===== src/rtl/cache_miss_ctrl.sv =====
// Miss/refill sequencer: optional dirty-victim writeback then a one-word fill over AXI-Lite.
// Optional per-phase watchdog enabled by defining CACHE_MISS_CTRL_TIMEOUT_EN.
module cache_miss_ctrl #(
  parameter int unsigned TIMEOUT_CYCLES = 1024,
  parameter int unsigned ADDR_WIDTH     = 32
) (
  input  logic                  clk,
  input  logic                  rst_n,
  // Miss request from the cache FSM
  input  logic                  req_valid,
  output logic                  req_ready,
  input  logic                  req_wb,
  input  logic [ADDR_WIDTH-1:0] req_wb_addr,
  input  logic [31:0]           req_wb_data,
  input  logic [ADDR_WIDTH-1:0] req_fill_addr,
  // Fill result
  output logic                  resp_valid,
  input  logic                  resp_ready,
  output logic [31:0]           resp_data,
  output logic                  resp_err,
  // AXI-Lite manager port
  output logic [ADDR_WIDTH-1:0] axil_awaddr_mng,
  output logic                  axil_awvalid_mng,
  input  logic                  axil_awready_mng,
  output logic [31:0]           axil_wdata_mng,
  output logic                  axil_wvalid_mng,
  input  logic                  axil_wready_mng,
  input  logic [1:0]            axil_bresp_mng,
  input  logic                  axil_bvalid_mng,
  output logic                  axil_bready_mng,
  output logic [ADDR_WIDTH-1:0] axil_araddr_mng,
  output logic                  axil_arvalid_mng,
  input  logic                  axil_arready_mng,
  input  logic [31:0]           axil_rdata_mng,
  input  logic [1:0]            axil_rresp_mng,
  input  logic                  axil_rvalid_mng,
  output logic                  axil_rready_mng
);

  typedef enum logic [2:0] {
    StIdle,
    StWbReq,
    StWbResp,
    StRdReq,
    StRdData,
    StResp
  } state_e;

  state_e state_q;

  logic aw_done;
  logic w_done;
  logic busy;
  logic advance;
  logic timeout;

  // Word addresses only; the low byte-offset bits are never forwarded.
  logic unused_addr_bits;
  assign unused_addr_bits = ^{req_wb_addr[1:0], req_fill_addr[1:0]};

  // A channel counts as done once its valid has dropped or is being accepted this cycle.
  assign aw_done = !axil_awvalid_mng || axil_awready_mng;
  assign w_done  = !axil_wvalid_mng || axil_wready_mng;

  always_comb begin
    busy    = 1'b0;
    advance = 1'b0;
    unique case (state_q)
      StWbReq: begin
        busy    = 1'b1;
        advance = aw_done && w_done;
      end
      StWbResp: begin
        busy    = 1'b1;
        advance = axil_bvalid_mng;
      end
      StRdReq: begin
        busy    = 1'b1;
        advance = axil_arready_mng;
      end
      StRdData: begin
        busy    = 1'b1;
        advance = axil_rvalid_mng;
      end
      default: begin
        busy    = 1'b0;
        advance = 1'b0;
      end
    endcase
  end

`ifdef CACHE_MISS_CTRL_TIMEOUT_EN
  localparam int unsigned CntW = $clog2(TIMEOUT_CYCLES) + 1;

  logic [CntW-1:0] cnt_q;

  // Counter holds the number of completed cycles spent in the current phase.
  assign timeout = busy && (cnt_q == CntW'(TIMEOUT_CYCLES - 1));

  always_ff @(posedge clk or negedge rst_n) begin
    if (!rst_n) begin
      cnt_q <= '0;
    end else if (!busy || advance || timeout) begin
      cnt_q <= '0;
    end else begin
      cnt_q <= cnt_q + CntW'(1);
    end
  end
`else
  logic unused_cfg;
  assign unused_cfg = (TIMEOUT_CYCLES == 0) ^ busy;
  assign timeout    = 1'b0;
`endif

  always_ff @(posedge clk or negedge rst_n) begin
    if (!rst_n) begin
      state_q          <= StIdle;
      req_ready        <= 1'b0;
      resp_valid       <= 1'b0;
      resp_data        <= '0;
      resp_err         <= 1'b0;
      axil_awaddr_mng  <= '0;
      axil_awvalid_mng <= 1'b0;
      axil_wdata_mng   <= '0;
      axil_wvalid_mng  <= 1'b0;
      axil_bready_mng  <= 1'b0;
      axil_araddr_mng  <= '0;
      axil_arvalid_mng <= 1'b0;
      axil_rready_mng  <= 1'b0;
    end else if (timeout) begin
      // Abandon the downstream transaction and report the failure to the cache.
      axil_awvalid_mng <= 1'b0;
      axil_wvalid_mng  <= 1'b0;
      axil_bready_mng  <= 1'b0;
      axil_arvalid_mng <= 1'b0;
      axil_rready_mng  <= 1'b0;
      resp_data        <= '0;
      resp_err         <= 1'b1;
      resp_valid       <= 1'b1;
      state_q          <= StResp;
    end else begin
      unique case (state_q)
        StIdle: begin
          if (!req_ready) begin
            req_ready <= 1'b1;
          end else if (req_valid) begin
            req_ready       <= 1'b0;
            resp_err        <= 1'b0;
            axil_awaddr_mng <= {req_wb_addr[ADDR_WIDTH-1:2], 2'b00};
            axil_wdata_mng  <= req_wb_data;
            axil_araddr_mng <= {req_fill_addr[ADDR_WIDTH-1:2], 2'b00};
            if (req_wb) begin
              axil_awvalid_mng <= 1'b1;
              axil_wvalid_mng  <= 1'b1;
              state_q          <= StWbReq;
            end else begin
              axil_arvalid_mng <= 1'b1;
              state_q          <= StRdReq;
            end
          end
        end
        StWbReq: begin
          if (axil_awvalid_mng && axil_awready_mng) begin
            axil_awvalid_mng <= 1'b0;
          end
          if (axil_wvalid_mng && axil_wready_mng) begin
            axil_wvalid_mng <= 1'b0;
          end
          if (advance) begin
            axil_bready_mng <= 1'b1;
            state_q         <= StWbResp;
          end
        end
        StWbResp: begin
          if (axil_bvalid_mng) begin
            axil_bready_mng  <= 1'b0;
            axil_arvalid_mng <= 1'b1;
            if (axil_bresp_mng != 2'b00) begin
              resp_err <= 1'b1;
            end
            state_q <= StRdReq;
          end
        end
        StRdReq: begin
          if (axil_arready_mng) begin
            axil_arvalid_mng <= 1'b0;
            axil_rready_mng  <= 1'b1;
            state_q          <= StRdData;
          end
        end
        StRdData: begin
          if (axil_rvalid_mng) begin
            axil_rready_mng <= 1'b0;
            resp_data       <= axil_rdata_mng;
            resp_valid      <= 1'b1;
            if (axil_rresp_mng != 2'b00) begin
              resp_err <= 1'b1;
            end
            state_q <= StResp;
          end
        end
        StResp: begin
          if (resp_ready) begin
            resp_valid <= 1'b0;
            req_ready  <= 1'b1;
            state_q    <= StIdle;
          end
        end
        default: begin
          state_q <= StIdle;
        end
      endcase
    end
  end

endmodule

===== config.mk =====
export PLATFORM = sky130hd
export DESIGN_NAME = cache_miss_ctrl
export DESIGN_NICKNAME = d
export VERILOG_FILES = /design/src/rtl/cache_miss_ctrl.sv
export SDC_FILE = /design/constraint.sdc
export NUM_CORES = 1
export LEC_CHECK = 0
export CORE_ASPECT_RATIO = 0.5
export CORE_MARGIN = 4
export CORE_UTILIZATION = 43
export CTS_BUF_LIST = sky130_fd_sc_hd__clkbuf_4 sky130_fd_sc_hd__clkbuf_8
export DETAILED_ROUTE_END_ITERATION = 10
export DONT_BUFFER_PORTS = 1
export GPL_ROUTABILITY_DRIVEN = 0
export GPL_TIMING_DRIVEN = 0
export PLACE_DENSITY = 0.57
export SYNTH_ARGS = -nofsm -noshare
export SYNTH_HDL_FRONTEND = slang
export SYNTH_SLANG_ARGS = --single-unit

===== constraint.sdc =====
create_clock -name clk -period 2.3 [get_ports clk]
set_input_delay 0.345 -clock clk [delete_from_list [all_inputs] [get_ports clk]]
set_output_delay 0.345 -clock clk [all_outputs]
set_load 0.01 [all_outputs]

==> results.toml, run 1 <==
[placed_design]
port_buffers = 0
hpwlAfterDp_um = 8500
dp_slack_ns = 0.137
placed_area_um2 = 5470

[grt]
grt_pass1_wl_um = 17300
grt-ovfl-total = 0
grt_max_degree = 136
grt_usage_pct = 15.8
antenna_found_initial = 1
grt_pass1_vias = 3176

[cts]
clockBufferDepth = 2
tritoncts = "built"
post_cts_buffers = 0
cts-root-buf = "clkbuf_8"
path_clk_slew_ns = 0.08
cts.sinks = 135
cts_htree_levels = 4
cts-buffers-inserted = 17
clock_latency_ns = 0.42

[drt]
avgViaCountPerCell = 5.26
drtIter0Drc = 144
wl_per_cell_um = 21.0
drtPass1Iterations = 4
ant_nets = 0
drc_errors = 0
drt-total-wl_um = 11400
dr_total_vias = 2850

[sta]
fin_crit_ns = 1.98
fin_ws_ns = 0.323
setup_viol = 0
finalSetupTns_ns = 0
fin_skew_ns = 0.0156
fin_crit_sh_pct = 85.9
whs_ns = -0.388
slew_viol_final = 0
fmax_ghz = 0.506
rsz0062_at_grt = "false"
hold_violations = 135

[synth]
syn_avg_cell_area_um2 = 15.4
synth_largest_area_cell = "dfrtp_1"
yosysMostFrequentCell = "dfrtp_1"
ys_types = 33
async_flop_share_pct = 100
yosys_warnings = 0
synthesis.area_um2 = 5260
yosysTopAreaCellShare_pct = 64.3
ys_seq_area_share_pct = 64.3
ys_seq_elements = 135
synth_common_cells = "135 x dfrtp_1, 112 x mux2_2, 12 x mux2_1, 11 x buf_4, 11 x nand2_1"
synth.area.top_cells = "dfrtp_1 64%, mux2_2 24%, mux2_1 2.6%"
synth_cells = 341
synth_top_flop_cell = "dfrtp_1"
synth_edf_count = 0

[run_status]
outcome = "complete, but fails checks"
violations = "hold timing"

[layout]
final_nets = 505
multi_input_area_um2 = 1750
syn_to_final_growth_pct = 12.0
n_fill_cell = 1000
regArea_um2 = 3380
final_cell_area_um2 = 5890
drive_gt1_share_pct = 44.4

[critical_path]
worstPathArrival_ns = 2.28
crit_slowest_cell = "nor4_4"
crit_buf_inv = 3
path_max_fanout = 10
setup.worst_path.class = "register to register"
crit_chain = "buf_2, nor4_4, buf_2, buf_4, mux2_2"
end_kind = "register"
start_kind = "register"
rrSetupSlack_ns = 0.32
critPathTopFamily = "buffers and inverters"
max_stage_delay_ns = 0.40
path_common_cell = "buf_2"
required_ns = 2.60

[floorplanning]
fp.dieH_um = 86.2
dieArea_um2 = 14200
pin_count = 278
rows = 28
die_x_um = 164
core_um2 = 11900
initial_core_util_pct = 44.3

[power_and_ir_drop]
finalPower_w = 0.00915
leakagePower_nw = 2.55
p_per_area_nw_per_um2 = 1550
power.switching_w = 0.00324
switching_share_pct = 35.4
p_int_w = 0.00591
vdd.ir_drop.worst_mv = 0.606
pwr-share-seq_pct = 54.9
power_frac_comb_pct = 23.8
clockPowerShare_pct = 21.4

[job]
drv_cap = 0

[hold_path]
hp-class = "primary input to async pin"
power by group through the flow:
stage / Combinational [W] / Sequential, W / Clock [W]
2_1_floorplan: 0.00188 / 0.00474 / 0
3_3_place_gp: 0.00207 / 0.00508 / 0
3_5_place_dp: 0.00221 / 0.00509 / 0
4_1_cts: 0.00220 / 0.00506 / 0.00202
5_1_grt: 0.00242 / 0.00517 / 0.00214
6_report: 0.00217 / 0.00502 / 0.00195
final timing paths:
check                                        start                  end  cells after the start
worst max-delay path                    state_q[1]  axil_araddr_mng[13]                      5
worst min-delay path                         rst_n        resp_data[14]                      0
worst max register to register          state_q[1]  axil_araddr_mng[13]                      5
worst min register to register  axil_wdata_mng[28]   axil_wdata_mng[28]                      1
max in group asynchronous                    rst_n      axil_bready_mng                      0
min in group clk                  axil_arready_mng     axil_arvalid_mng                      1
per-layer routing:
metal	vias to the layer above	wire length (um)	GRT usage [%]	share of wire, %
met5	-	0	0	0
met4	0	111	4.19	0.97
met3	10	1300	8.50	11
met2	154	6100	28.0	53
met1	1444	3890	16.5	34
li1	1242	-	-	-
kinds of logic after synthesis:
group / Yosys count / share of synthesized area [%]
mux: 124 / 26.6
buf+inv: 25 / 2.76
compound gates: 26 / 3.50
other cells: 1 / 0.0713
flops: 135 / 64.3
simple gates: 30 / 2.83
registers in the layout (all words and copies together), names as in the netlist:
register	cells
axil_wdata_mng	32
resp_data	32
axil_araddr_mng	30
axil_awaddr_mng	30
state_q	3
axil_arvalid_mng	1
axil_awvalid_mng	1
axil_bready_mng	1
axil_rready_mng	1
axil_wvalid_mng	1
req_ready	1
resp_err	1
resp_valid	1
stage by stage:
stage / utilization (%) / std cells
floorplan: - / 344
global placement: 46.1 / 509
detailed placement: 46.1 / 509
CTS: 49.5 / 541
global route: 49.6 / 542
finish: 49.6 / 542
cells in the final DEF, fill, tap and decap left out, types with 2 or more instances in the layout:
cell        count
nor3_1          3
a211o_1         2
inv_6           3
o21ai_0         4
mux2_2        112
nor2b_1         2
dfrtp_1       135
clkinvlp_4      5
a211oi_1        2
mux2_1         12
bufinv_16       2
nand2_1        11
conb_1          4
inv_1           3
a21oi_1         4
buf_2           8
buf_4          11
a31oi_1         4
a21o_1          2
clkbuf_8       18
clkbuf_1        3
clkinv_4        2
nor2_1          7
what timing repair did:
item                       4_1_cts  5_1_grt
setup endpoints to repair        0        2
hold endpoints to repair       135      135
gates resized for setup          0        1
worst reg2reg max path: cells and delay by family, from the launching register on:
family | cells | cell delay, ns
mux | 1 | 0.36
flops | 1 | 0.36
buf+inv | 3 | 0.76
simple gates | 1 | 0.40
layout make-up:
cell class              instances  area share (%)
flip-flops and latches        135            57.4
multi-input cells             184            29.8
clock buffers                  19            4.34
well taps                     165            3.51
clock inverters                13            2.49
plain buffers                  22            2.27
inverters                       3           0.191
diodes                          1          0.0425
No activity file was read; power rests on OpenSTA's default activity.
==> run 2: changes to the inputs <==
--- a/config.mk
+++ b/config.mk
@@ -6,7 +6,6 @@
 export NUM_CORES = 1
 export LEC_CHECK = 0
 export CORE_ASPECT_RATIO = 0.5
-export CORE_MARGIN = 4
 export CORE_UTILIZATION = 43
 export CTS_BUF_LIST = sky130_fd_sc_hd__clkbuf_4 sky130_fd_sc_hd__clkbuf_8
 export DETAILED_ROUTE_END_ITERATION = 10
==> results.toml, run 2 (same netlist as run 1, synthesis figures left out) <==
[cts]
cts-root-buf = "clkbuf_8"
clockBufferDepth = 2
cts.sinks = 135
post_cts_buffers = 0
tritoncts = "built"
path_clk_slew_ns = 0.08
clock_latency_ns = 0.42
ctsResizeCount = 0
cts-buffers-inserted = 17
cts_htree_levels = 4

[grt]
grt-ovfl-total = 0
grt_usage_pct = 16.9
antenna_found_initial = 0
grt_pass1_wl_um = 15900
grt_max_degree = 136
grt_pass1_vias = 3011

[sta]
whs_ns = -0.384
rsz0062_at_grt = "false"
fmax_ghz = 0.498
fin_crit_sh_pct = 87.3
hold_violations = 135
fin_skew_ns = 0.0131
slew_viol_final = 0
finalSetupTns_ns = 0
setup_viol = 0
fin_crit_ns = 2.01

[critical_path]
max_stage_delay_ns = 0.43
crit_buf_inv = 3
start_kind = "register"
setup.worst_path.class = "register to register"
crit_chain = "buf_2, nor4_2, buf_2, buf_4, mux2_2"
required_ns = 2.59
worstPathArrival_ns = 2.30
crit_slowest_cell = "nor4_2"
end_kind = "register"
critPathTopFamily = "buffers and inverters"
path_max_fanout = 10
path_common_cell = "buf_2"

[run_status]
outcome = "complete, but fails checks"
violations = "hold timing"

[layout]
final_cell_area_um2 = 5950
layout_common_cells = "135 x dfrtp_1, 112 x mux2_2, 18 x clkbuf_8"
antenna_cells = 0
drive_gt1_share_pct = 44.4
final_nets = 505
largestRegisters = "axil_wdata_mng (32), resp_data (32)"
syn_to_final_growth_pct = 13.1
final_common_cell = "dfrtp_1"

[drt]
drtIter0Drc = 98
wl_per_cell_um = 20.0
ant_nets = 0
dr_total_vias = 2844
drc_errors = 0
drt-total-wl_um = 10800
avgViaCountPerCell = 5.26
drtPass1Iterations = 4

[floorplanning]
initial_core_util_pct = 44.3
rows = 28
dieArea_um2 = 12700
core_um2 = 11900
pin_count = 278
die_x_um = 158
fp.dieH_um = 80.2

[power_and_ir_drop]
p_per_area_nw_per_um2 = 1590
vdd.ir_drop.worst_mv = 0.577
leakagePower_nw = 2.60

[hold_path]
hp-class = "primary input to async pin"

[placed_design]
port_buffers = 0
placed_area_um2 = 5470
hpwlAfterDp_um = 7820

[job]
drv_cap = 0
run 2: power breakdown:
part	switching, W	internal (W)	leakage, nW
logic	0.000858	0.00131	0.746
clock network	0.000931	0.00135	0.239
registers	0.00142	0.00358	1.61
total	0.00321	0.00624	2.60
run 2: layout make-up:
cell class	instances	area, um^2
tap	165	206
multi-input combinational	184	1740
buffer	22	134
sequential	135	3380
clock buffer	19	255
clock inverter	13	216
fill	984	5930
inverter	3	11.3
run 2: metal layers:
layer  track usage [%]  routed length [um]
met5                 0                   0
met4              7.88                 154
met3              7.29                1070
met2              29.0                5620
met1              18.0                3960
run 2: stage by stage:
stage | util, % | power, W | cells | setup WS, ns | hold slack [ns]
after floorplan | - | 0.00662 | 344 | 0.621 | 0.0494
after CTS | 50.1 | 0.00958 | 541 | 0.209 | -0.421
after global routing | 50.1 | 0.0100 | 541 | 0.113 | -0.429
after detailed placement | 46.1 | 0.00726 | 509 | 0.232 | 0.0507
final | 50.1 | 0.00945 | 541 | 0.292 | -0.384
after global placement | 46.1 | 0.00711 | 509 | 0.235 | 0.0518
run 2: final timing paths:
kind	cells past startpoint	slack [ns]	startpoint	to
hold / removal	0	-0.38	rst_n	resp_data[30]
setup / recovery	5	0.29	state_q[1]	axil_araddr_mng[25]
max in group asynchronous	0	2.49	rst_n	axil_bready_mng
setup reg to reg	5	0.29	state_q[1]	axil_araddr_mng[25]
min in group clk	1	0.04	axil_arready_mng	axil_arvalid_mng
hold reg to reg	1	0.56	axil_wdata_mng[30]	axil_wdata_mng[30]
